`src/rtl/mem_bus_ctrl.sv`:
```
// rtl/mem_bus_ctrl.sv - core bus demux to async SRAM with programmable wait states
// Optional ADDR-phase timeout guarded by MEM_BUS_TIMEOUT_EN.
`timescale 1ns/1ps
module mem_bus_ctrl #(
    parameter int ADDR_W  = 16,
    parameter int RD_WAIT = 1,
    parameter int WR_WAIT = 1
) (
    input  logic              Clock,
    input  logic              nReset,
    input  logic [15:0]       CoreData,
    input  logic              ALE,
    input  logic              nME,
    input  logic              nOE,
    input  logic              RnW,
    output logic [15:0]       CoreDataIn,
    output logic              nWait,
    output logic [ADDR_W-1:0] SramAddr,
    output logic [15:0]       SramDout,
    input  logic [15:0]       SramDin,
    output logic              SramnCE,
    output logic              SramnOE,
    output logic              SramnWE,
    output logic              BusErr
);

    typedef enum logic [1:0] {S_IDLE, S_ADDR, S_ACCESS, S_HOLD} state_e;

    localparam logic [3:0] RD_N = 4'(RD_WAIT);
    localparam logic [3:0] WR_N = 4'(WR_WAIT);

    state_e            state_q, state_d;
    logic [3:0]        cnt_q, cnt_d;
    logic              is_rd_q, is_rd_d;
    logic [ADDR_W-1:0] addr_q, addr_d;
    logic [15:0]       dout_q, dout_d;
    logic [15:0]       din_q, din_d;
    logic              nwait_q, nwait_d;
    logic              nce_q, nce_d;
    logic              noe_q, noe_d;
    logic              nwe_q, nwe_d;
    logic              err_q, err_d;
    logic [3:0]        load_n;
    logic              tmo_hit;

    assign load_n = RnW ? RD_N : WR_N;

`ifdef MEM_BUS_TIMEOUT_EN
    logic [3:0] tmo_q, tmo_d;

    // 15th consecutive ADDR edge without nME low gives up on the access
    assign tmo_hit = (state_q == S_ADDR) && nME && (tmo_q == 4'd14);
    assign tmo_d   = (state_q == S_ADDR && state_d == S_ADDR) ? tmo_q + 4'd1 : 4'd0;

    always_ff @(posedge Clock or negedge nReset) begin
        if (!nReset) tmo_q <= 4'd0;
        else         tmo_q <= tmo_d;
    end
`else
    assign tmo_hit = 1'b0;
`endif

    always_ff @(posedge Clock or negedge nReset) begin
        if (!nReset) begin
            state_q <= S_IDLE;
            cnt_q   <= 4'd0;
            is_rd_q <= 1'b0;
            addr_q  <= '0;
            dout_q  <= 16'h0000;
            din_q   <= 16'h0000;
            nwait_q <= 1'b1;
            nce_q   <= 1'b1;
            noe_q   <= 1'b1;
            nwe_q   <= 1'b1;
            err_q   <= 1'b0;
        end else begin
            state_q <= state_d;
            cnt_q   <= cnt_d;
            is_rd_q <= is_rd_d;
            addr_q  <= addr_d;
            dout_q  <= dout_d;
            din_q   <= din_d;
            nwait_q <= nwait_d;
            nce_q   <= nce_d;
            noe_q   <= noe_d;
            nwe_q   <= nwe_d;
            err_q   <= err_d;
        end
    end

    always_comb begin
        state_d = state_q;
        case (state_q)
            S_IDLE:   if (ALE) state_d = S_ADDR;
            S_ADDR: begin
                if (!nME)         state_d = (RnW && nOE) ? S_IDLE : S_ACCESS;
                else if (tmo_hit) state_d = S_IDLE;
            end
            S_ACCESS: begin
                if (nME)                state_d = S_IDLE;
                else if (cnt_q == 4'd0) state_d = S_HOLD;
            end
            S_HOLD:   if (nME) state_d = S_IDLE;
            default:  state_d = S_IDLE;
        endcase
    end

    always_comb begin
        cnt_d   = cnt_q;
        is_rd_d = is_rd_q;
        addr_d  = addr_q;
        dout_d  = dout_q;
        din_d   = din_q;
        nwait_d = nwait_q;
        nce_d   = nce_q;
        noe_d   = noe_q;
        nwe_d   = nwe_q;
        err_d   = err_q;
        case (state_q)
            S_IDLE: if (ALE) addr_d = CoreData[ADDR_W-1:0];
            S_ADDR: begin
                if (ALE) addr_d = CoreData[ADDR_W-1:0];
                if (!nME) begin
                    if (RnW && nOE) begin
                        err_d = 1'b1;
                    end else begin
                        nce_d   = 1'b0;
                        is_rd_d = RnW;
                        cnt_d   = load_n;
                        nwait_d = (load_n == 4'd0);
                        if (RnW) begin
                            noe_d = 1'b0;
                        end else begin
                            nwe_d  = 1'b0;
                            dout_d = CoreData;
                        end
                    end
                end else if (tmo_hit) begin
                    err_d = 1'b1;
                end
            end
            S_ACCESS: begin
                if (ALE) err_d = 1'b1;
                if (nME) begin
                    nce_d   = 1'b1;
                    noe_d   = 1'b1;
                    nwe_d   = 1'b1;
                    nwait_d = 1'b1;
                    cnt_d   = 4'd0;
                    err_d   = 1'b1;
                end else if (cnt_q != 4'd0) begin
                    // release nWait on the last wait edge so it is low exactly N cycles
                    cnt_d   = cnt_q - 4'd1;
                    nwait_d = (cnt_q == 4'd1);
                end else begin
                    if (is_rd_q) din_d = SramDin;
                    nce_d   = 1'b1;
                    noe_d   = 1'b1;
                    nwe_d   = 1'b1;
                    nwait_d = 1'b1;
                end
            end
            S_HOLD: if (ALE) err_d = 1'b1;
            default: ;
        endcase
    end

    assign CoreDataIn = din_q;
    assign nWait      = nwait_q;
    assign SramAddr   = addr_q;
    assign SramDout   = dout_q;
    assign SramnCE    = nce_q;
    assign SramnOE    = noe_q;
    assign SramnWE    = nwe_q;
    assign BusErr     = err_q;

endmodule

```
`config.mk`:
```
export PLATFORM = sky130hd
export DESIGN_NAME = mem_bus_ctrl
export DESIGN_NICKNAME = d
export VERILOG_FILES = /design/src/rtl/mem_bus_ctrl.sv
export SDC_FILE = /design/constraint.sdc
export NUM_CORES = 1
export LEC_CHECK = 0
export ABC_CLOCK_PERIOD_IN_PS = 3700
export CORE_MARGIN = 5
export CORE_UTILIZATION = 35
export DETAILED_ROUTE_END_ITERATION = 8
export DONT_BUFFER_PORTS = 1
export PLACE_DENSITY_LB_ADDON = 0.2
export SETUP_SLACK_MARGIN = 0.3
export SKIP_CTS_REPAIR_TIMING = 1
export SLEW_MARGIN = 30
export SYNTH_ARGS = -nofsm -noshare
export SYNTH_HDL_FRONTEND = slang
export SYNTH_SLANG_ARGS = --single-unit
```
`constraint.sdc`:
```
create_clock -name Clock -period 3.7 [get_ports Clock]
set_clock_uncertainty 0.15 [all_clocks]
set_input_delay 1.11 -clock Clock [delete_from_list [all_inputs] [get_ports Clock]]
set_output_delay 1.11 -clock Clock [all_outputs]
set_load 0.01 [all_outputs]
```
==> results_dict.tcl, run 1 <==
set metrics [dict create \
    status "finished clean" \
    path_class "input port to flip-flop" \
    syn_nets 213 \
    clockBufferDepth 2 \
    final_antenna_net_count 0 \
    fillers 667 \
    cp.arrival_ps 2390 \
    clk_latency_ps 320 \
    switching_share_pct 32.2 \
    htreeDepth 3 \
    yosysSeqAreaShare_pct 58.9 \
    ys_top_cells_by_area "dfrtp_1, mux2_2, mux2_4" \
    p_seq_share_pct 53.8 \
    drt-total-wl_um 5040 \
    drtIter0Drc 33 \
    grtUsageTotal_pct 11.6 \
    synth-seq-cells 60 \
    num_vias 1412 \
    clkSinkCount 60 \
    reg2reg_depth 5 \
    hold_violations 0 \
    grt_max_degree 61 \
    power_frac_comb_pct 20.2 \
    r2r_start "cnt_q[0]$_DFFE_PN0P_" \
    cp_max_fo 16 \
    max_cap_violations 0 \
    crit_start "nME" \
    multiInputGateArea_um2 948 \
    dp_hpwl_um 3770 \
    critical_path.endpoint "SramDout[0]$_DFFE_PN0P_" \
    seq_area_um2 1510 \
    power.internal_w 0.00164 \
    power.switching_w 0.000776 \
    reg2reg_slack_ps 1480 \
    globalplace.congestion 0.770 \
    ir_drop_v 0.000364 \
    clk_pin_slew_worst_paths_ps 60 \
    antenna_found_initial 0 \
    syn_avg_cell_area_um2 14.9 \
    yosysUniqueCellTypes 40 \
    leakage_nw 1.25 \
    fin_tns_setup_ps 0 \
    wl_per_cell_um 18.1 \
    pin_count 91 \
    syn_area_um2 2560 \
    core_region_area_um2 7180 \
    place_inst 263 \
    period_share_pct 63.0 \
    clockPowerShare_pct 26.0 \
    grt-ovfl-total 0 \
    syn_to_final_growth_pct 10.4 \
    drive_above_1_share_pct 41.1 \
    antenna_cells 0 \
    die_h_um 95.5 \
    cts_tree "done" \
    dieArea_um2 9110 \
    yosys.area.top_type "dfrtp_1" \
    worst_ep_required_time_ps 3760 \
    grt_pass1_wl_um 7850 \
    slew_violations 0 \
    whs_ps 325 \
    worst_hold_path_type "input port to asynchronous set/reset pin" \
    p_per_area_nw_per_um2 855 \
    drc 0 \
    min_period_ps 2330 \
    rsz0062_at_grt "false" \
    start_kind "input port" \
    relSlewSlack_pct 59.7 \
    num_rows 31 \
    synth_warnings 0 \
    grt_pass1_vias 1546 \
    drt-vias-per-instance 5.06 \
    start_util_pct 35.6 \
    instances_no_fill 279 \
    cp-end-kind "flip-flop" \
    cts-root-buf "clkbuf_8" \
    firstDrtPassIters 4 \
    cts_buffers 9 \
    nets 216 \
    portBuffers 0 \
    setup_viol 0 \
    syn_inst 172 \
    synth.top_cell.area_share_pct 54.8 \
    timing.rr.end "CoreDataIn[10]$_DFFE_PN0P_" \
    die-width_um 95.5 \
    tightest_slew_ps 603 \
    clock.fmax_ghz 0.429 \
]
cells in the mapped netlist:
cell type   n
buf_4       1
mux2i_1     1
or3b_1      1
inv_1       7
nand4_1     1
nand2_1     6
nor2_8      1
dfrtp_1    56
o211ai_1    2
and2b_2     1
o21ai_0     4
nand3_1     3
o31ai_1     1
nor2_1      3
or3b_2      1
a31oi_1     1
or2b_1      1
o21bai_1    1
nand3b_1    1
a211oi_1    1
a21o_1      1
ha_1        3
and2_1      1
mux2_2     38
mux2_4     10
dfstp_2     4
buf_2       2
o22a_2      1
nand3_4     1
nor2b_1     1
buf_12      1
nor4_1      1
o221ai_1    3
nor3b_4     1
a211o_2     1
clkbuf_1    1
o311ai_0    1
a21oi_1     2
buf_6       3
nor3b_1     2
critical path, stage by stage:
cell	delay (ps)
or3b_1	510
nor2_8	370
mux2_2	390
sequential cells by signal, indices dropped and copies added (netlist names):
signal,flops
nWait,1
SramnOE,1
is_rd_q,1
SramnCE,1
SramDout,16
cnt_q,4
BusErr,1
SramnWE,1
SramAddr,16
CoreDataIn,16
state_q,2
area by class of cell:
| class | count | area share, % |
|---|---|---|
| Clock inverter | 5 | 2.66 |
| Multi-Input combinational cell | 97 | 33.6 |
| Inverter | 7 | 0.931 |
| Sequential cell | 60 | 53.4 |
| Tap cell | 99 | 4.39 |
| Clock buffer | 11 | 5.01 |
power by group through the flow:
stage	Clock (W)	Combinational [W]	Sequential, W
detailed placement	0	0.000493	0.00132
CTS	0.000648	0.000496	0.00131
global route	0.000680	0.000541	0.00134
floorplan	0	0.000470	0.00121
finish	0.000627	0.000487	0.00130
global placement	0	0.000461	0.00131
through the flow:
stage	power, W	cell area, µm²	util (%)	setup slack (ps)
2_1_floorplan	0.00168	2560	-	1240
4_1_cts	0.00245	2820	39.3	1370
3_3_place_gp	0.00177	2610	36.3	1060
5_1_grt	0.00256	2820	39.3	1270
6_report	0.00241	2820	39.3	1370
3_5_place_dp	0.00181	2610	36.3	1010
cells in the final DEF, fill, tap and decap left out, drive strengths merged:
cell type and n:
dfrtp 56, mux2 48, clkbuf 11, inv 7, nand2 6, dfstp 4
o21ai 4, nand3 4, nor2 4, o221ai 3, ha 3, clkinv 3
nor3b 3, a21oi 2, o211ai 2, bufinv 2, or3b 2, mux2i 1
a31oi 1, nor2b 1, a211oi 1, and2 1, or2b 1, nand4 1
nand3b 1, and2b 1, nor4 1, o311ai 1, o22a 1, a21o 1
o31ai 1, o21bai 1, a211o 1
logic make-up after synthesis:
kind of cell / share of synthesized area, %
AOI/OAI and AO/OA: 5.34
adders and majority gates: 1.47
buffers and inverters: 3.96
DFF: 58.9
muxes: 23.0
and+or+nand+nor: 7.29
worst min path at each step:
stage                        startpoint                 endpoint  slack, ps  cells after the start
floorplan           SramnOE$_DFFE_PN1P_      SramnOE$_DFFE_PN1P_        330                      2
global placement    SramnOE$_DFFE_PN1P_      SramnOE$_DFFE_PN1P_        350                      2
detailed placement  SramnWE$_DFFE_PN1P_      SramnWE$_DFFE_PN1P_        350                      2
CTS                              nReset  SramDout[1]$_DFFE_PN0P_        300                      0
global route                     nReset  SramAddr[0]$_DFFE_PN0P_        290                      0
finish                           nReset  SramAddr[0]$_DFFE_PN0P_        330                      0
per-layer routing:
layer | vias up | share of wire, % | global-route usage [%]
met5 | - | 0 | 0
met4 | 0 | 2.1 | 6.99
met3 | 9 | 10 | 5.05
met2 | 69 | 50 | 19.2
met1 | 716 | 38 | 12.2
li1 | 618 | - | -
Note: power is estimated with default switching activity, not from simulation.
==> run 2: changes to the inputs <==
--- a/config.mk
+++ b/config.mk
@@ -5,7 +5,7 @@
 export SDC_FILE = /design/constraint.sdc
 export NUM_CORES = 1
 export LEC_CHECK = 0
-export ABC_CLOCK_PERIOD_IN_PS = 3700
+export ABC_CLOCK_PERIOD_IN_PS = 2200
 export CORE_MARGIN = 5
 export CORE_UTILIZATION = 35
 export DETAILED_ROUTE_END_ITERATION = 8
==> constraint.sdc (replaced) <==
create_clock -name Clock -period 2.2 [get_ports Clock]
set_clock_uncertainty 0.15 [all_clocks]
set_input_delay 0.66 -clock Clock [delete_from_list [all_inputs] [get_ports Clock]]
set_output_delay 0.66 -clock Clock [all_outputs]
set_load 0.01 [all_outputs]
==> results_dict.tcl, run 2 (same netlist as run 1, synthesis figures left out) <==
set metrics [dict create \
    final_cell_mix "dfrtp_1, mux2_2, mux2_4, clkbuf_8, inv_1" \
    relSlewSlack_pct 73.5 \
    syn_to_final_growth_pct 13.0 \
    htreeDepth 3 \
    drt-total-wl_um 5110 \
    clk_pin_slew_worst_paths_ps 60 \
    p_per_area_nw_per_um2 1390 \
    whs_ps -126 \
    grt_pass1_vias 1466 \
    worst_ep_required_time_ps 2260 \
    worst_hold_path_type "input port to asynchronous set/reset pin" \
    finalPower_w 0.00402 \
    firstDrtPassIters 4 \
    max_cap_violations 0 \
    slew_violations 0 \
    ir_drop_v 0.000461 \
    clkSinkCount 60 \
    antenna_cells 0 \
    grt-ovfl-total 0 \
    grt_pass1_wl_um 7740 \
    antenna_found_initial 0 \
    grt_max_degree 61 \
    rsz0062_at_grt "true" \
    nets 224 \
    dieArea_um2 9110 \
    portBuffers 0 \
    tightest_slew_ps 397 \
    clk_latency_ps 320 \
    path_class "flip-flop to flip-flop" \
    hold_violations 56 \
    drt-vias-per-instance 4.92 \
    setup_ws_ps 365 \
    drc 0 \
    final_common_cell "dfrtp_1" \
    cts-root-buf "clkbuf_8" \
    clockBufferDepth 2 \
    cp-end-kind "flip-flop" \
    pin_count 91 \
    start_util_pct 35.6 \
    period_share_pct 83.4 \
    cp_max_fo 16 \
    core_region_area_um2 7180 \
    cts_buffers 9 \
    fin_area_um2 2890 \
    dp_slack_ps 62.0 \
    clock.fmax_ghz 0.545 \
    final_antenna_net_count 0 \
    min_period_ps 1830 \
    wl_per_cell_um 17.9 \
    drtIter0Drc 51 \
    violations "hold timing" \
    leakage_nw 1.28 \
    start_kind "flip-flop" \
    fillers 693 \
    globalplace.congestion 0.770 \
    grtUsageTotal_pct 11.5 \
    setup_viol 0 \
    cp.arrival_ps 1890 \
    cts_tree "done" \
    num_vias 1408 \
    drive_above_1_share_pct 43.3 \
    die_h_um 95.5 \
    die-width_um 95.5 \
    dp_hpwl_um 3730 \
    placed_cell_area_um2 2640 \
    status "finished with violations" \
    fin_tns_setup_ps 0 \
    num_rows 31 \
]
run 2: changes by cell type in the layout (fill, tap and decap cells not counted), sizes merged:
cell / delta
buf: +8
bufinv: -1
clkbuf: +2
clkinv: -2
run 2: final timing paths:
check                      depth (start not counted)            startpoint  slack (ps)                         end
setup / recovery                                   6  cnt_q[0]$_DFFE_PN0P_         370  CoreDataIn[11]$_DFFE_PN0P_
hold / removal                                     0                nReset        -130     SramDout[5]$_DFFE_PN0P_
setup reg to reg                                   6  cnt_q[0]$_DFFE_PN0P_         370  CoreDataIn[11]$_DFFE_PN0P_
hold reg to reg                                    2   SramnOE$_DFFE_PN1P_         350         SramnOE$_DFFE_PN1P_
max in group asynchronous                          0                nReset        1840           nWait$_DFFE_PN1P_
min in group Clock                                 1                   nME         250      state_q[1]$_DFFE_PN0P_
run 2: stage by stage:
stage          cells  util, %
2_1_floorplan    172        -
3_3_place_gp     267     36.8
3_5_place_dp     267     36.8
4_1_cts          282     39.4
5_1_grt          286     40.3
6_report         286     40.3
run 2: power by group:
| part | switching [W] | total [W] | leakage (nW) | internal (W) |
|---|---|---|---|---|
| logic | 0.000352 | 0.000928 | 0.459 | 0.000576 |
| clock network | 0.000384 | 0.000931 | 0.0935 | 0.000547 |
| registers | 0.000562 | 0.00216 | 0.728 | 0.00159 |
| total | 0.00130 | 0.00402 | 1.28 | 0.00272 |
run 2: metal layers:
metal	vias to the layer above	GRT usage, %	part of all wire [%]
li1	630	-	-
met1	717	12.9	37
met2	54	18.4	52
met3	7	5.13	9.3
met4	0	5.69	1.5
met5	-	0	0
run 2: cell type report:
| cell class | instances | area (µm²) | share of cell area, % |
|---|---|---|---|
| Timing Repair Buffer | 8 | 85.1 | 2.94 |
| Sequential cell | 60 | 1510 | 52.2 |
| Clock buffer | 13 | 149 | 5.15 |
| Tap cell | 99 | 124 | 4.29 |
| Clock inverter | 2 | 35.0 | 1.21 |
| Multi-Input combinational cell | 97 | 962 | 33.3 |
| Inverter | 7 | 26.3 | 0.909 |
run 2: critical path: stages, from the launching register on:
cell	delay, ps
dfrtp_2	460
inv_1	100
ha_1	160
nor3b_4	300
nand3_4	110
buf_12	170
mux2_2	270
